===== config.mk =====
export PLATFORM = sky130hd
export DESIGN_NAME = multi_lane_serializer
export DESIGN_NICKNAME = d
export VERILOG_FILES = /design/src/rtl/multi_lane_serializer_pkg.sv /design/src/rtl/ser_word_buf.sv /design/src/rtl/multi_lane_serializer.sv
export SDC_FILE = /design/constraint.sdc
export NUM_CORES = 1
export LEC_CHECK = 0
export CAP_MARGIN = 10
export CORE_ASPECT_RATIO = 0.8
export CORE_UTILIZATION = 50
export CTS_CLUSTER_SIZE = 20
export DETAILED_ROUTE_END_ITERATION = 6
export GPL_ROUTABILITY_DRIVEN = 0
export PLACE_DENSITY = 0.74
export SETUP_SLACK_MARGIN = 0.05
export SLEW_MARGIN = 20
export SYNTH_ARGS = -nofsm -noshare
export SYNTH_HDL_FRONTEND = slang
export SYNTH_HIERARCHICAL = 1
export SYNTH_SLANG_ARGS = --single-unit

===== constraint.sdc =====
create_clock -name clk_i -period 2.95 [get_ports clk_i]
set_input_delay 0.59 -clock clk_i [delete_from_list [all_inputs] [get_ports clk_i]]
set_output_delay 0.59 -clock clk_i [all_outputs]
set_load 0.005 [all_outputs]

===== src/rtl/multi_lane_serializer_pkg.sv =====
// ---------------------------------------------------------------------------
// multi_lane_serializer_pkg
// Shared types and helpers for the multi-lane serializer.
//   ser_state_e  : shift-stage FSM states (IDLE, SHIFT)
//   eff_len()    : effective bit length of a word from its mod field
//   beat_count() : number of LANES-wide beats needed for a length
//   final_keep() : keep mask for the last beat of a word (LSB-aligned,
//                  MAX_LANES wide; caller truncates to LANES)
// ---------------------------------------------------------------------------
package multi_lane_serializer_pkg;

  localparam int MAX_LANES = 64;

  typedef enum logic {
    IDLE  = 1'b0,
    SHIFT = 1'b1
  } ser_state_e;

  // A mod of zero, or one larger than the word, means "whole word".
  function automatic int eff_len(input int mod_val, input int data_w);
    return ((mod_val == 0) || (mod_val > data_w)) ? data_w : mod_val;
  endfunction

  function automatic int beat_count(input int len, input int lanes);
    return (len + lanes - 1) / lanes;
  endfunction

  // Full beat -> all lanes kept. Partial beat -> the first len%lanes lanes
  // in emission order: top lanes when MSB first, bottom lanes otherwise.
  function automatic logic [MAX_LANES-1:0] final_keep(input int len,
                                                      input int lanes,
                                                      input bit msb_first);
    logic [MAX_LANES-1:0] mask;
    int rem;
    mask = '0;
    rem  = len % lanes;
    for (int i = 0; i < MAX_LANES; i++) begin
      if (i < lanes) begin
        if (rem == 0)
          mask[i] = 1'b1;
        else if (msb_first)
          mask[i] = (i >= (lanes - rem));
        else
          mask[i] = (i < rem);
      end
    end
    return mask;
  endfunction

endpackage


===== src/rtl/ser_word_buf.sv =====
// ---------------------------------------------------------------------------
// ser_word_buf
// One-entry word buffer (data + effective length) with valid/ready on both
// sides. wr_ready is simply !full, so it never depends on wr_val.
//   clk_i, arst_n_i          : clock, asynchronous active-low reset
//   wr_data/wr_len/wr_val    : write side, wr_ready back-pressures
//   rd_data/rd_len/rd_val    : read side, rd_ready pops the entry
// ---------------------------------------------------------------------------
module ser_word_buf #(
  parameter int DATA_W = 16,
  parameter int LEN_W  = 5
) (
  input  logic              clk_i,
  input  logic              arst_n_i,
  input  logic [DATA_W-1:0] wr_data,
  input  logic [LEN_W-1:0]  wr_len,
  input  logic              wr_val,
  output logic              wr_ready,
  output logic [DATA_W-1:0] rd_data,
  output logic [LEN_W-1:0]  rd_len,
  output logic              rd_val,
  input  logic              rd_ready
);

  logic              full_reg;
  logic [DATA_W-1:0] data_reg;
  logic [LEN_W-1:0]  len_reg;

  logic push;
  logic pop;

  // Push is only possible while empty and pop only while full, so the two
  // never coincide.
  assign push = wr_val && !full_reg;
  assign pop  = rd_ready && full_reg;

  always_ff @(posedge clk_i or negedge arst_n_i) begin
    if (!arst_n_i) begin
      full_reg <= 1'b0;
      data_reg <= '0;
      len_reg  <= '0;
    end else if (push) begin
      full_reg <= 1'b1;
      data_reg <= wr_data;
      len_reg  <= wr_len;
    end else if (pop) begin
      full_reg <= 1'b0;
    end
  end

  assign wr_ready = !full_reg;
  assign rd_val   = full_reg;
  assign rd_data  = data_reg;
  assign rd_len   = len_reg;

endmodule


===== src/rtl/multi_lane_serializer.sv =====
// ---------------------------------------------------------------------------
// multi_lane_serializer
// Breaks DATA_W-bit words (with a valid-bit count) into LANES-bit beats,
// MSB-first or LSB-first, with a shift stage plus a one-entry hold stage
// for gapless back-to-back words.
//   clk_i, arst_n_i        : clock, asynchronous active-low reset
//   data_i, data_mod_i     : input word and valid bit count (0 = full word)
//   data_val_i/data_ready_o: input handshake (ready = hold stage empty)
//   ser_data_o, ser_keep_o : output beat and per-lane valid
//   ser_val_o/ser_ready_i  : output handshake
//   busy_o                 : word in shift stage or hold stage
//   ser_last_o             : final beat flag, only with
//                            MULTI_LANE_SERIALIZER_LAST_EN defined
// ---------------------------------------------------------------------------
module multi_lane_serializer
  import multi_lane_serializer_pkg::*;
#(
  parameter int DATA_W    = 16,
  parameter int LANES     = 4,
  parameter int MSB_FIRST = 1,
  localparam int MOD_W    = $clog2(DATA_W + 1)
) (
  input  logic              clk_i,
  input  logic              arst_n_i,
  input  logic [DATA_W-1:0] data_i,
  input  logic [MOD_W-1:0]  data_mod_i,
  input  logic              data_val_i,
  output logic              data_ready_o,
  output logic [LANES-1:0]  ser_data_o,
  output logic [LANES-1:0]  ser_keep_o,
  output logic              ser_val_o,
  input  logic              ser_ready_i,
  output logic              busy_o
`ifdef MULTI_LANE_SERIALIZER_LAST_EN
  ,
  output logic              ser_last_o
`endif
);

  localparam int CNT_W = $clog2(DATA_W / LANES + 1);

  if ((DATA_W % LANES) != 0) begin : g_bad_lanes
    $error("multi_lane_serializer: DATA_W must be a multiple of LANES");
  end

  ser_state_e        state_reg, state_next;
  logic [DATA_W-1:0] shift_reg, shift_next;
  logic [CNT_W-1:0]  beat_idx_reg, beat_idx_next;
  logic [CNT_W-1:0]  beats_reg, beats_next;
  logic [LANES-1:0]  keep_last_reg, keep_last_next;

  logic [MOD_W-1:0]  in_len;
  logic              hold_in_ready, hold_out_val, hold_push, hold_pop;
  logic [DATA_W-1:0] hold_out_data;
  logic [MOD_W-1:0]  hold_out_len;

  logic [DATA_W-1:0] load_data;
  logic [MOD_W-1:0]  load_len;
  logic              accept, consume, final_beat, last_consume, shift_free;
  logic [LANES-1:0]  beat_raw, keep_cur;

  assign in_len = MOD_W'(eff_len(int'(data_mod_i), DATA_W));

  assign ser_val_o    = (state_reg == SHIFT);
  assign data_ready_o = hold_in_ready;
  assign accept       = data_val_i && data_ready_o;
  assign consume      = ser_val_o && ser_ready_i;
  assign final_beat   = (beat_idx_reg == (beats_reg - 1'b1));
  assign last_consume = consume && final_beat;
  // Shift stage can take a new word this cycle.
  assign shift_free   = (state_reg == IDLE) || last_consume;

  // A pending hold word always has priority; while hold is full the input
  // is not ready, so a direct load can only happen with hold empty.
  assign hold_pop  = shift_free && hold_out_val;
  assign hold_push = accept && !shift_free;
  assign load_data = hold_out_val ? hold_out_data : data_i;
  assign load_len  = hold_out_val ? hold_out_len : in_len;

  ser_word_buf #(
    .DATA_W(DATA_W),
    .LEN_W (MOD_W)
  ) u_hold (
    .clk_i   (clk_i),
    .arst_n_i(arst_n_i),
    .wr_data (data_i),
    .wr_len  (in_len),
    .wr_val  (hold_push),
    .wr_ready(hold_in_ready),
    .rd_data (hold_out_data),
    .rd_len  (hold_out_len),
    .rd_val  (hold_out_val),
    .rd_ready(hold_pop)
  );

  always_ff @(posedge clk_i or negedge arst_n_i) begin
    if (!arst_n_i) begin
      state_reg     <= IDLE;
      shift_reg     <= '0;
      beat_idx_reg  <= '0;
      beats_reg     <= '0;
      keep_last_reg <= '0;
    end else begin
      state_reg     <= state_next;
      shift_reg     <= shift_next;
      beat_idx_reg  <= beat_idx_next;
      beats_reg     <= beats_next;
      keep_last_reg <= keep_last_next;
    end
  end

  always_comb begin
    state_next     = state_reg;
    shift_next     = shift_reg;
    beat_idx_next  = beat_idx_reg;
    beats_next     = beats_reg;
    keep_last_next = keep_last_reg;
    if (shift_free && (hold_out_val || accept)) begin
      state_next     = SHIFT;
      shift_next     = load_data;
      beat_idx_next  = '0;
      beats_next     = CNT_W'(beat_count(int'(load_len), LANES));
      keep_last_next = LANES'(final_keep(int'(load_len), LANES, MSB_FIRST != 0));
    end else if (last_consume) begin
      state_next = IDLE;
    end else if (consume) begin
      // The next beat is always at the same end of the shift register.
      shift_next    = (MSB_FIRST != 0) ? (shift_reg << LANES) : (shift_reg >> LANES);
      beat_idx_next = beat_idx_reg + 1'b1;
    end
  end

  assign beat_raw = (MSB_FIRST != 0) ? shift_reg[DATA_W-1 -: LANES] : shift_reg[LANES-1:0];
  assign keep_cur = final_beat ? keep_last_reg : {LANES{1'b1}};

  // Unkept lanes carry trailing bits beyond the valid length; force them to 0.
  for (genvar gi = 0; gi < LANES; gi++) begin : g_lane
    assign ser_keep_o[gi] = ser_val_o && keep_cur[gi];
    assign ser_data_o[gi] = ser_val_o && keep_cur[gi] && beat_raw[gi];
  end

  assign busy_o = ser_val_o || hold_out_val;

`ifdef MULTI_LANE_SERIALIZER_LAST_EN
  assign ser_last_o = ser_val_o && final_beat;
`endif

endmodule


==> summary.md <==
| Metric | Value |
|---|---|
| Status | `complete, no violations` |
| Mapped cell area | `2770 sq um` |
| HP Class | `primary input to async pin` |
| Sequential fraction of the synthesis area | `0.443` |
| Pwr dens | `1050 nW/um^2` |
| WS Path Type | `register to primary output` |
| Max incr delay on CP | `0.44 ns` |
| Synth Flop Type | `dfrtp_1` |
| Pleak | `1.44 nW` |
| Final core utilization | `0.664` |
| Metal1 wirelength | `2830 um` |
| FFs w/ async S/R, synth | `1.00` |
| CP startpoint kind | `register` |
| Total CTS buffers | `5` |
| Die ar. | `5840 sq um` |
| Worst-path fanout max | `4` |
| DR top layer | `met4` |
| Drt wl/cell | `16.1 um` |
| Slowest stage cell, crit path | `clkdlybuf4s50_1` |
| Yosys reg bits | `49` |
| Syn Inst Count | `241` |
| Max Fclk | `354 MHz` |
| Simple-gate share of the synthesized area | `0.130` |
| Rel. slew slack | `0.401` |
| Final Max Slew Viols | `0` |
| CTS clock-pin slew for the worst setup and hold paths | `0.08 ns` |
| Antenna Nets Post-Route | `0` |
| Register Area | `1230 sq um` |
| Syn nets | `272` |
| Most frequent cells in the layout | `dfrtp_1, nand2_1, clkdlybuf4s50_1, buf_4, mux2_4` |
| DRC Markers | `0` |
| Final hold violations | `0` |
| Post-synth top area share | `0.443` |
| Post-synthesis xor/xnor area fraction | `0.0249` |
| Tot Pwr | `3.60 mW` |
| DR WL met3 | `218 um` |
| GRT Util Overall | `0.220` |
| Routed vias/inst | `5.58` |
| Area grow syn2layout | `24.3%` |
| Crit end category | `primary output` |
| Initial antenna violation count | `0` |
| # rows | `23` |
| CTS Hold Bufs | `0` |
| Final Cycle Share | `0.956` |
| Nets | `325` |
| Diode count | `0` |
| Ys Warns | `6` |
| Area contributors post-synth | `dfrtp_1, mux2_4, a2111oi_2` |
| Yosys cell types | `42` |
| Starting Density | `0.535` |
| Largest net degree at the start of global routing | `50` |
| Synth Area in Adders | `0.0271` |
| Vias | `1993` |
| Insertion delay to the later sink of the worst-skew pair | `0.31 ns` |
| Final HPWL DP | `3950 um` |
| RSZ-0062 raised after global routing | `false` |
| Global-route wire length before repair | `9630 um` |
| Sink Count | `49` |
| Worst-case clock skew | `0.00393 ns` |
| Core Footprint | `5180 sq um` |
| VDD IR max | `531 uV` |
| Synth Area in Compound Gates | `0.196` |
| Post-synthesis mux area share | `0.134` |
| Wirelength, routed | `5760 um` |
| CTS root buf | `clkbuf_8` |
| # setup viols final | `0` |
| Syn avg cell area | `11.5 sq um` |
| I/O pin cnt | `36` |
| Synth area leader | `dfrtp_1` |
| Width of the chip | `85.2 um` |
| Number of max-cap violations | `0` |
| WP data arrival | `2.23 ns` |
| IO Port Bufs | `35` |
| TritonCTS clock tree | `done` |
| Largest family of logic cells by synthesized area | `compound AO/OA/AOI/OAI gates` |
| Post-route minimum period | `2.82 ns` |
| Critical path, cell by cell | `inv_1 -> ha_1 -> xnor2_1 -> or3_4 -> o21a_1 -> clkdlybuf4s50_1` |
| H-tree Lvls | `2` |
| Vias in the first global route | `1888` |
| Commonest non-fill, non-tap cell in the layout | `dfrtp_1` |
| Fillers | `424` |
| Multi-input logic area | `1460 sq um` |
| Least-Margin Pin Slew | `0.897 ns` |
| Bufs on Longest Clock Path | `2` |
| Pre-antenna DRT Iters | `4` |
| 1st-iter DRT viols | `165` |
| Total gr overflow | `0` |
| Layout cells sized above 1 | `0.281` |
| Post-synth EDFFs | `0` |
| Worst Hold Margin | `0.370 ns` |
| Die Y | `68.6 um` |
| Worst EP required | `2.36 ns` |
| WL met2 | `2640 um` |
## cells in the mapped netlist, types with 5 or more instances
master / instances
and2_1: 8
inv_1: 10
clkbuf_1: 7
dfrtp_1: 49
a21oi_1: 6
ha_1: 6
o21ai_0: 12
a2111oi_2: 8
xnor2_1: 5
mux2_4: 19
nor2b_1: 16
a31oi_1: 13
nand2_1: 30
## through the flow
| step | TNS (ns) | cell area [sq um] | worst slack [ns] | std cells |
|---|---|---|---|---|
| final | 0 | 3440 | 0.128 | 357 |
| after global routing | 0 | 3440 | 0.0536 | 357 |
| after CTS | 0 | 3420 | 0.0997 | 357 |
| after detailed placement | -0.964 | 3270 | -0.373 | 346 |
| after global placement | -0.480 | 3270 | -0.286 | 346 |
| after floorplan | 0 | 2770 | 0.160 | 241 |
## area by class of cell
type,count,area share
clock buffer,7,0.0251
clock inverter,1,0.00873
inverter,10,0.0109
multi-input combinational,168,0.423
sequential,49,0.357
tap,62,0.0225
timing repair buffer,60,0.153
## power breakdown
| group | leakage [nW] | switching [mW] | internal (mW) |
|---|---|---|---|
| sequential | 0.607 | 0.228 | 0.979 |
| combinational | 0.771 | 0.922 | 0.966 |
| clock | 0.0585 | 0.225 | 0.277 |
## metal layers
layer,vias to the layer above,GRT usage
li1,973,-
met1,971,0.319
met2,43,0.337
met3,6,0.0476
met4,0,0.0572
met5,-,0
## critical path, delay by kind of cell, from the launching register on
family,cells,cell delay [ns]
AO/OA/AOI/OAI,1,0.21
XOR/XNOR,1,0.16
adder cells (fa/ha/maj),1,0.29
buffers and inverters,2,0.49
flip-flops,1,0.35
AND/OR/NAND/NOR,1,0.43
## logic make-up (layout without fill, tap and decap cells)
group | after synthesis | in the layout
XOR/XNOR | 6 | 6
multiplexers | 27 | 27
buffers and inverters | 24 | 78
adder cells (fa/ha/maj) | 6 | 6
AND/OR/NAND/NOR | 68 | 68
flip-flops | 49 | 49
AO/OA/AOI/OAI | 61 | 61
## path summary, 6_finish.rpt
kind,start,to,slack (ns),depth (start not counted)
max,beats_reg[0],ser_keep_o[2],0.13,6
min,arst_n_i,u_hold/rd_len[4],0.37,2
max reg2reg,beats_reg[0],u_hold/rd_data[12],0.17,8
min reg2reg,u_hold/rd_data[3],u_hold/rd_data[3],0.52,1
max in group asynchronous,arst_n_i,u_hold/rd_val,2.12,2
min in group clk_i,u_hold/rd_data[3],u_hold/rd_data[3],0.52,1
## timing repair
action	4_1_cts	5_1_grt
gates resized for setup	10	3
buffers inserted	3	0
pin swaps	6	3
setup endpoints to repair	9	6
(Power assumes the default switching activity.)
